`config.mk`:
```
export PLATFORM = sky130hd
export DESIGN_NAME = wb_load_align
export DESIGN_NICKNAME = d
export VERILOG_FILES = /design/src/rtl/wb_load_align.sv
export SDC_FILE = /design/constraint.sdc
export NUM_CORES = 1
export LEC_CHECK = 0
export ABC_AREA = 1
export CAP_MARGIN = 0
export CORE_UTILIZATION = 35
export CTS_BUF_LIST = sky130_fd_sc_hd__clkbuf_8
export CTS_CLUSTER_DIAMETER = 120
export CTS_CLUSTER_SIZE = 8
export DETAILED_ROUTE_END_ITERATION = 8
export GPL_TIMING_DRIVEN = 1
export HOLD_SLACK_MARGIN = 0.12
export PLACE_DENSITY = 0.66
export SLEW_MARGIN = 20
export SYNTH_ARGS = -nofsm -noshare
export SYNTH_HDL_FRONTEND = slang
export SYNTH_SLANG_ARGS = --single-unit
export TNS_END_PERCENT = 20
```
`constraint.sdc`:
```
create_clock -name CLK -period 1.32 [get_ports CLK]
set_input_delay 0.264 -clock CLK [delete_from_list [all_inputs] [get_ports CLK]]
set_output_delay 0.264 -clock CLK [all_outputs]
set_load 0.03 [all_outputs]
```
`src/rtl/wb_load_align.sv`:
```
// wb_load_align: writeback stage driving the register file write port.
// Non-load results pass through a registered write port. Loads wait for the
// data-memory response, then the byte/half/word/double is extracted
// (little-endian) and sign- or zero-extended before the write.
//
// Ports:
//   CLK, RST_N          clock (rising edge), asynchronous active-low reset
//   in_valid/in_ready   handshake from the MEM stage
//   in_rd, in_wen       destination register and write intent
//   in_is_load          result comes from memory instead of in_result
//   in_funct3           load type (LB/LH/LW/LD/LBU/LHU/LWU, 111 = LD)
//   in_addr_lo          effective address bits [2:0]
//   in_result           ALU result for non-loads
//   mem_rvalid/rdata    memory response (one-cycle pulse, aligned 8-byte word)
//   WE, Rw, Din         registered register file write port
//   busy                a load is outstanding
module wb_load_align #(
    parameter int unsigned XLEN = 64,
    parameter int unsigned NREG = 32
) (
    input  logic                    CLK,
    input  logic                    RST_N,
    input  logic                    in_valid,
    output logic                    in_ready,
    input  logic [$clog2(NREG)-1:0] in_rd,
    input  logic                    in_wen,
    input  logic                    in_is_load,
    input  logic [2:0]              in_funct3,
    input  logic [2:0]              in_addr_lo,
    input  logic [XLEN-1:0]         in_result,
    input  logic                    mem_rvalid,
    input  logic [XLEN-1:0]         mem_rdata,
    output logic                    WE,
    output logic [$clog2(NREG)-1:0] Rw,
    output logic [XLEN-1:0]         Din,
    output logic                    busy
);

    localparam int unsigned RW = $clog2(NREG);

    typedef enum logic {
        IDLE,
        WAIT_MEM
    } state_t;

    state_t          r_state;
    logic [RW-1:0]   r_rd;
    logic            r_wen;
    logic [2:0]      r_funct3;
    logic [2:0]      r_addr_lo;
    logic            r_we;
    logic [RW-1:0]   r_rw;
    logic [XLEN-1:0] r_din;

    logic            w_xfer;
    logic [7:0]      w_byte;
    logic [15:0]     w_half;
    logic [31:0]     w_word;
    logic [XLEN-1:0] w_load;

    assign in_ready = (r_state == IDLE);
    assign busy     = (r_state == WAIT_MEM);
    assign w_xfer   = in_valid & in_ready;

    assign WE  = r_we;
    assign Rw  = r_rw;
    assign Din = r_din;

    // Low address bits are truncated to the natural alignment of the access.
    always_comb begin
        w_byte = mem_rdata[{r_addr_lo, 3'b000} +: 8];
        w_half = mem_rdata[{r_addr_lo[2:1], 4'b0000} +: 16];
        w_word = mem_rdata[{r_addr_lo[2], 5'b00000} +: 32];
        w_load = mem_rdata;
        case (r_funct3)
            3'b000:  w_load = {{(XLEN-8){w_byte[7]}}, w_byte};
            3'b001:  w_load = {{(XLEN-16){w_half[15]}}, w_half};
            3'b010:  w_load = {{(XLEN-32){w_word[31]}}, w_word};
            3'b100:  w_load = {{(XLEN-8){1'b0}}, w_byte};
            3'b101:  w_load = {{(XLEN-16){1'b0}}, w_half};
            3'b110:  w_load = {{(XLEN-32){1'b0}}, w_word};
            default: w_load = mem_rdata;
        endcase
    end

    // Rw/Din only change on a qualifying write so they hold while WE=0.
    always_ff @(posedge CLK or negedge RST_N) begin
        if (!RST_N) begin
            r_state   <= IDLE;
            r_rd      <= '0;
            r_wen     <= 1'b0;
            r_funct3  <= 3'b000;
            r_addr_lo <= 3'b000;
            r_we      <= 1'b0;
            r_rw      <= '0;
            r_din     <= '0;
        end else begin
            r_we <= 1'b0;
            case (r_state)
                IDLE: begin
                    if (w_xfer) begin
                        if (in_is_load) begin
                            r_rd      <= in_rd;
                            r_wen     <= in_wen;
                            r_funct3  <= in_funct3;
                            r_addr_lo <= in_addr_lo;
                            r_state   <= WAIT_MEM;
                        end else if (in_wen && (in_rd != '0)) begin
                            r_we  <= 1'b1;
                            r_rw  <= in_rd;
                            r_din <= in_result;
                        end
                    end
                end
                WAIT_MEM: begin
                    if (mem_rvalid) begin
                        if (r_wen && (r_rd != '0)) begin
                            r_we  <= 1'b1;
                            r_rw  <= r_rd;
                            r_din <= w_load;
                        end
                        r_state <= IDLE;
                    end
                end
                default: r_state <= IDLE;
            endcase
        end
    end

endmodule

```
==> results of run 1 <==
==> tightest hold or removal path: stages <==
cell           delay [ns]
dlygate4sd3_1        0.52
buf_4                0.14
buf_12               0.22
==> layer usage <==
layer  track usage, %  share of wire, %  vias to the layer above
met3             4.38               6.1                       37
met4             7.43               2.2                        0
li1                 -                 -                     3657
met5                0                 0                        -
met2             43.2                47                      300
met1             36.7                44                     3382
==> logic make-up after synthesis <==
logic type / Yosys count / synth area share [%]
DFF: 83 / 35.1
AOI/OAI and AO/OA: 217 / 19.5
muxes: 1 / 0.191
buffers and inverters: 150 / 10.7
and+or+nand+nor: 516 / 34.4
==> timing repair <==
action	in CTS	in global routing
hold buffers	1	0
hold endpoints to repair	83	0
setup buffers	12	2
setup endpoints to repair	86	96
resized for setup	114	39
pin swaps	17	11
gates cloned	1	1
==> state kept, by name, summed over array words and instances (netlist names) <==
| register | count |
|---|---|
| r_addr_lo | 3 |
| r_wen | 1 |
| WE | 1 |
| Rw | 5 |
| r_funct3 | 3 |
| busy | 1 |
| r_rd | 5 |
| Din | 64 |
==> final timing paths <==
kind,from,endpoint,depth (start not counted)
worst max-delay path,r_addr_lo[1],Din[41],11
worst min-delay path,RST_N,Din[54],3
worst max register to register,r_addr_lo[1],Din[41],11
worst min register to register,Din[37],Din[37],2
max in group asynchronous,RST_N,busy,3
min in group CLK,in_funct3[1],r_funct3[1],3
==> cells in the mapped netlist <==
cell type	n	area (um2)
nand4_1	4	25.0
inv_2	4	15.0
o21ai_1	34	170
buf_4	3	22.5
o211ai_1	14	105
clkbuf_1	31	116
buf_2	28	140
mux2_2	1	11.3
inv_1	80	300
nor2_2	2	12.5
nor2_1	204	766
nand3_1	41	205
nor2_4	1	11.3
a21oi_1	78	390
nand2_2	2	12.5
nand3_4	1	17.5
nand3_2	1	10.0
dfrtp_1	83	2080
nand2_1	260	976
inv_4	1	6.26
o21ai_0	83	415
buf_6	3	33.8
o221ai_1	8	70.1
==> power breakdown <==
group	internal, mW	total (mW)	switching [mW]
logic	3.83	8.79	4.95
registers	3.44	4.10	0.664
clock network	1.25	2.26	1.01
total	8.53	15.2	6.63
==> layout make-up <==
cell class	count	area share [%]
inverter	85	3.26
sequential	83	21.0
timing repair buffer	346	35.2
tap	220	2.77
clock inverter	6	1.16
multi-input combinational	734	35.4
clock buffer	9	1.25
==> cells in the final DEF, fill, tap and decap left out, types with 15 or more instances in the layout <==
cell type	n
a21oi_1	57
nand2_2	16
buf_12	32
nand2_1	243
o21ai_2	28
dfrtp_1	79
inv_1	79
o21ai_1	15
nand3_1	31
clkdlybuf4s50_1	143
nor2_1	200
buf_4	140
o21ai_0	74
a21oi_2	21
==> metrics by stage <==
step	instance area (um2)	setup TNS [ns]	worst slack (ns)	utilization, %	cells
2_1_floorplan	6030	-6.84	-0.110	-	967
3_3_place_gp	9160	-34.76	-0.515	55.4	1451
3_5_place_dp	9160	-37.04	-0.569	55.4	1451
4_1_cts	9760	-20.13	-0.368	59.1	1480
5_1_grt	9930	-27.08	-0.455	60.1	1483
6_report	9930	-20.03	-0.354	60.1	1483
==> results by group, run 1 <==
Critical path
  • Crit Path Class: reg2reg
  • Required time of the critical path: between 1.5 and 2 ns
  • Worst-path cell chain: buf_6, nand2_2, nand3_1, nand3_2, nand2_2, nand2_2, nand3_4, buf_6, buf_6, o21ai_2, nand2_1
  • Critical Path Sink Type: register
  • CP peak stage delay: 0.47 ns
  • Crit path max-delay family: simple AND/OR/NAND/NOR gates
  • WP data arrival: roughly 2.0 ns
  • Worst Path Buf+Inv: 3
  • Critical path launch point type: register
  • Reg-to-reg setup timing slack: -0.35 ns
  • Worst path slowest cell: dfrtp_2
  • Worst Path Max Fanout: 5

Final layout
  • Layout cells sized above 1: between 20% and 30%
  • Footprint of the multi-input gates: ~3500 um2
  • Number of diodes: 0
  • Area grow syn2layout: 68.0%
  • Layout Nets: about 1400
  • Layout fillers: about 1600
  • Flip-flop and latch area: 2080 um2

Pwr
  • Overall power: around 15 mW
  • Leak: between 4 and 5 nW
  • Maximum VDD drop: about 0.001 V
  • Power per cell area: around 1500 nW/um2

Global routing
  • Initial antenna violation count: 0
  • First-pass GRT wire length: about 36000 um
  • GRT Total Usage: about a quarter
  • Number of global-route vias before repair: 6837
  • Grt total ovfl: 0
  • Largest net degree at the start of global routing: 46

Timing
  • RSZ-0062 raised after global routing: yes
  • Worst-Margin Slew: 0.364 ns
  • Final Skew: between 0.01 and 0.015 ns
  • Tmin final: ~1.7 ns
  • Fmax: ~0.6 GHz
  • Max-slew violation count: 0
  • Final Worst Setup Slack: -0.354 ns
  • Rel. slew slack: between 70% and 80%
  • Period utilisation layout: 127%
  • Hold Slack: between 0.3 and 0.4 ns
  • Final Hold Viols: 0
  • Count of final setup violators: 73

Detailed routing
  • WL/cell: roughly 16 um
  • Drt drc: 0
  • Routed vias/inst: 4.97
  • Initial DRC count: approximately 540
  • Vias: 7376
  • WL final: approximately 24000 um
  • Pre-antenna DRT Iters: 5
  • Final ANT Viol Nets: 0

Synthesis
  • Synth cell types: 23
  • Avg Inst Size Synth: slightly above 6 um2
  • #FFs+latches synth: 83
  • Post-Syn Instances: approximately 970
  • Ys Warns: 0
  • Syn Nets: between 1000 and 1500
  • Sequential cell area fraction in the yosys report: between 30% and 40%
  • Synthesized cell area: ~5900 um2

Die
  • Boundary Pins: around 220
  • Die ar.: between 15000 and 20000 um2
  • Die width: 132 um
  • Core area: roughly 17000 um2
  • Initial core utilization: 35.8%
  • # rows: 47
  • Die height: roughly 130 um

CTS
  • Worst skew pair latency: between 0.3 and 0.4 ns
  • TritonCTS clock tree: yes
  • Clk pin slew, worst setup/hold paths: roughly 0.090 ns
  • CTS root buffer: clkbuf_8
  • # H-tree levels: 3
  • Clock Path Buffers: 2
  • TritonCTS Buffers: 9
  • Clock Sinks: between 80 and 90

Hold path
  • Tightest Hold Check Type: in2async

Place
  • Port Buf Inserts: about 220
  • DPL Wire Length: around 18000 um
  • Gpl congestion: between 0.9 and 1

Job
  • MaxCap Viol Count: 0

Run status
  • Status: finished with violations
  • Failing checks: negative setup slack
No activity file was read; power rests on OpenSTA's default activity.
==> run 2, diff against run 1 <==
--- a/config.mk
+++ b/config.mk
@@ -15,6 +15,7 @@
 export GPL_TIMING_DRIVEN = 1
 export HOLD_SLACK_MARGIN = 0.12
 export PLACE_DENSITY = 0.66
+export SETUP_SLACK_MARGIN = 0.3
 export SLEW_MARGIN = 20
 export SYNTH_ARGS = -nofsm -noshare
 export SYNTH_HDL_FRONTEND = slang
==> run 2 against run 1 <==
- the flow still finishes with violations (negative setup slack)
- power increased by 2.7%
- cell area is 1.6% higher
- setup slack better by 0.0061 ns
- clock power is essentially flat
- sequential cell count did not move
- register-to-register slack about the same
- global-route usage up 0.075 points
==> results by group, run 2 (synthesis gave the netlist of run 1 again) <==
Detailed routing
  • Drt drc: 0 (unchanged)
  • Initial DRC count: 726 (+34%)
  • WL final: 23600 um (about the same)
  • Final ANT Viol Nets: 0 (unchanged)
  • Routed vias/inst: 4.99 (+0.31%)
  • WL/cell: 15.9 um (about the same)
  • Pre-antenna DRT Iters: 5 (unchanged)
  • Vias: 7399 (+0.31%)

Run status
  • Status: finished with violations
  • Failing checks: negative setup slack

Die
  • Core area: 16500 um2 (unchanged)
  • Die width: 132 um (unchanged)
  • Initial core utilization: 35.8% (unchanged)
  • Die ar.: 17400 um2 (unchanged)
  • # rows: 47 (unchanged)
  • Boundary Pins: 217 (unchanged)
  • Die height: 132 um (unchanged)

Place
  • Gpl congestion: 0.949 (unchanged)
  • Port Buf Inserts: 216 (unchanged)
  • Place WS: -0.569 ns (unchanged)
  • DPL Wire Length: 17700 um (unchanged)
  • Dpl cells: 1451 (unchanged)
  • DP Area: 9160 um2 (unchanged)

Final layout
  • Commonest non-fill, non-tap cell in the layout: nand2_1
  • Number of diodes: 0 (unchanged)
  • Layout Nets: 1404 (unchanged)
  • Area grow syn2layout: 70.7%
  • Max FFs per register: 64 (unchanged)
  • Layout cells sized above 1: 24.9% (-0.079 points)
  • Final Cell Area: 10100 um2 (+1.6%)
  • Finished Core Util: 61.1% (+0.96 points)
  • Final cell count without fillers: 1483 (unchanged)
  • Most frequent cells in the layout: 243 x nand2_1, 200 x nor2_1, 143 x clkdlybuf4s50_1

CTS
  • CTS root buffer: clkbuf_8
  • Clock Sinks: 83 (unchanged)
  • TritonCTS Buffers: 9 (unchanged)
  • TritonCTS clock tree: yes
  • Clock Path Buffers: 2 (unchanged)
  • Clk pin slew, worst setup/hold paths: 0.10 ns (about the same)
  • Worst skew pair latency: 0.38 ns (about the same)
  • # H-tree levels: 3 (unchanged)

Critical path
  • Critical Path Sink Type: register
  • Worst Path Max Fanout: 5 (unchanged)
  • WP data arrival: 1.95 ns (about the same)
  • CP peak stage delay: 0.47 ns (about the same)
  • Worst Path Buf+Inv: 3 (unchanged)
  • Worst path slowest cell: dfrtp_2
  • Crit Path Class: reg2reg
  • Worst-path cell chain: buf_6, nand2_4, nand2_2, nand2_1, nand2_2, nand3_4, nand3_4, buf_6, buf_6, o21ai_2, nand2_1
  • Crit-path most repeated cell: buf_6
  • Critical path launch point type: register
  • Required time of the critical path: 1.60 ns (about the same)
  • Crit path max-delay family: simple AND/OR/NAND/NOR gates

Pwr
  • Power per cell area: 1540 nW/um2 (+1.1%)
  • Overall power: 15.6 mW (+2.7%)
  • Maximum VDD drop: 0.00102 V (+0.81%)
  • Leak: 4.95 nW (+1.1%)

Timing
  • RSZ-0062 raised after global routing: yes
  • Worst-Margin Slew: 0.363 ns (-0.00172 ns)
  • Count of final setup violators: 71 (-2.7%)
  • Rel. slew slack: 75.6% (+0.12 points)
  • Tmin final: 1.67 ns (-0.00605 ns)
  • Period utilisation layout: 126% (-0.46 points)
  • Setup Total Neg Slack: -19.83 ns (+0.207 ns)
  • Final Hold Viols: 0 (unchanged)
  • Max-slew violation count: 0 (unchanged)
  • Hold Slack: 0.386 ns (+0.00355 ns)
  • Final Skew: 0.0133 ns (+0.000166 ns)
  • Fmax: 0.599 GHz (+0.36%)
  • Final Worst Setup Slack: -0.348 ns (+0.00605 ns)

Global routing
  • Initial antenna violation count: 0 (unchanged)
  • Grt total ovfl: 0 (unchanged)
  • Number of global-route vias before repair: 6848 (+0.16%)
  • Largest net degree at the start of global routing: 46 (unchanged)
  • First-pass GRT wire length: 36500 um (+0.25%)
  • GRT Total Usage: 26.8% (+0.075 points)

Job
  • MaxCap Viol Count: 0 (unchanged)

Hold path
  • Tightest Hold Check Type: in2async
run 2: cell types whose count changed in the layout (fill, tap and decap cells not counted):
cell | previous run | this run
a21oi_2 | 21 | 20
buf_2 | 2 | 0
buf_6 | 11 | 54
buf_4 | 140 | 100
a21oi_1 | 57 | 58
clkdlybuf4s15_2 | 13 | 12
run 2: worst min-delay path, delay by kind of cell:
kind	cells	cell delay [ns]
buffers and inverters	3	0.88
run 2: final timing paths:
kind | startpoint | to | slack, ns | cells past startpoint
min in group CLK | mem_rvalid | busy | 0.48 | 2
setup / recovery | r_addr_lo[1] | Din[41] | -0.35 | 11
hold reg to reg | Din[34] | Din[34] | 0.49 | 2
max in group asynchronous | RST_N | busy | 0.65 | 3
hold / removal | RST_N | Din[54] | 0.39 | 3
setup reg to reg | r_addr_lo[1] | Din[41] | -0.35 | 11
run 2: timing repair:
item	CTS	global route
hold buffers	1	0
hold endpoints to repair	83	0
pin swaps	16	12
setup buffers	12	2
endpoints found under the setup margin	155	155
gates resized for setup	162	38
gates cloned	1	1
run 2: final cells by class:
cell class              instances  area [um2]
clock buffers                   9         124
clock inverters                 6         115
fillers                      1546        6430
inverters                      85         324
multi-input cells             734        3510
flip-flops and latches         83        2080
well taps                     220         275
repair buffers                346        3660
run 2: report_power, final:
| part | internal, mW | leakage, nW | switching [mW] | total, mW |
|---|---|---|---|---|
| registers | 3.44 | 0.980 | 0.750 | 4.19 |
| logic | 4.16 | 3.85 | 4.95 | 9.11 |
| clock network | 1.25 | 0.115 | 1.01 | 2.27 |
run 2: layer usage:
metal  up-vias  global-route usage (%)  routed length (um)
li1       3652                       -                   -
met4         0                    7.49                 517
met2       300                    43.5               11300
met5         -                       0                   0
met1      3409                    36.6               10400
met3        38                    4.34                1400
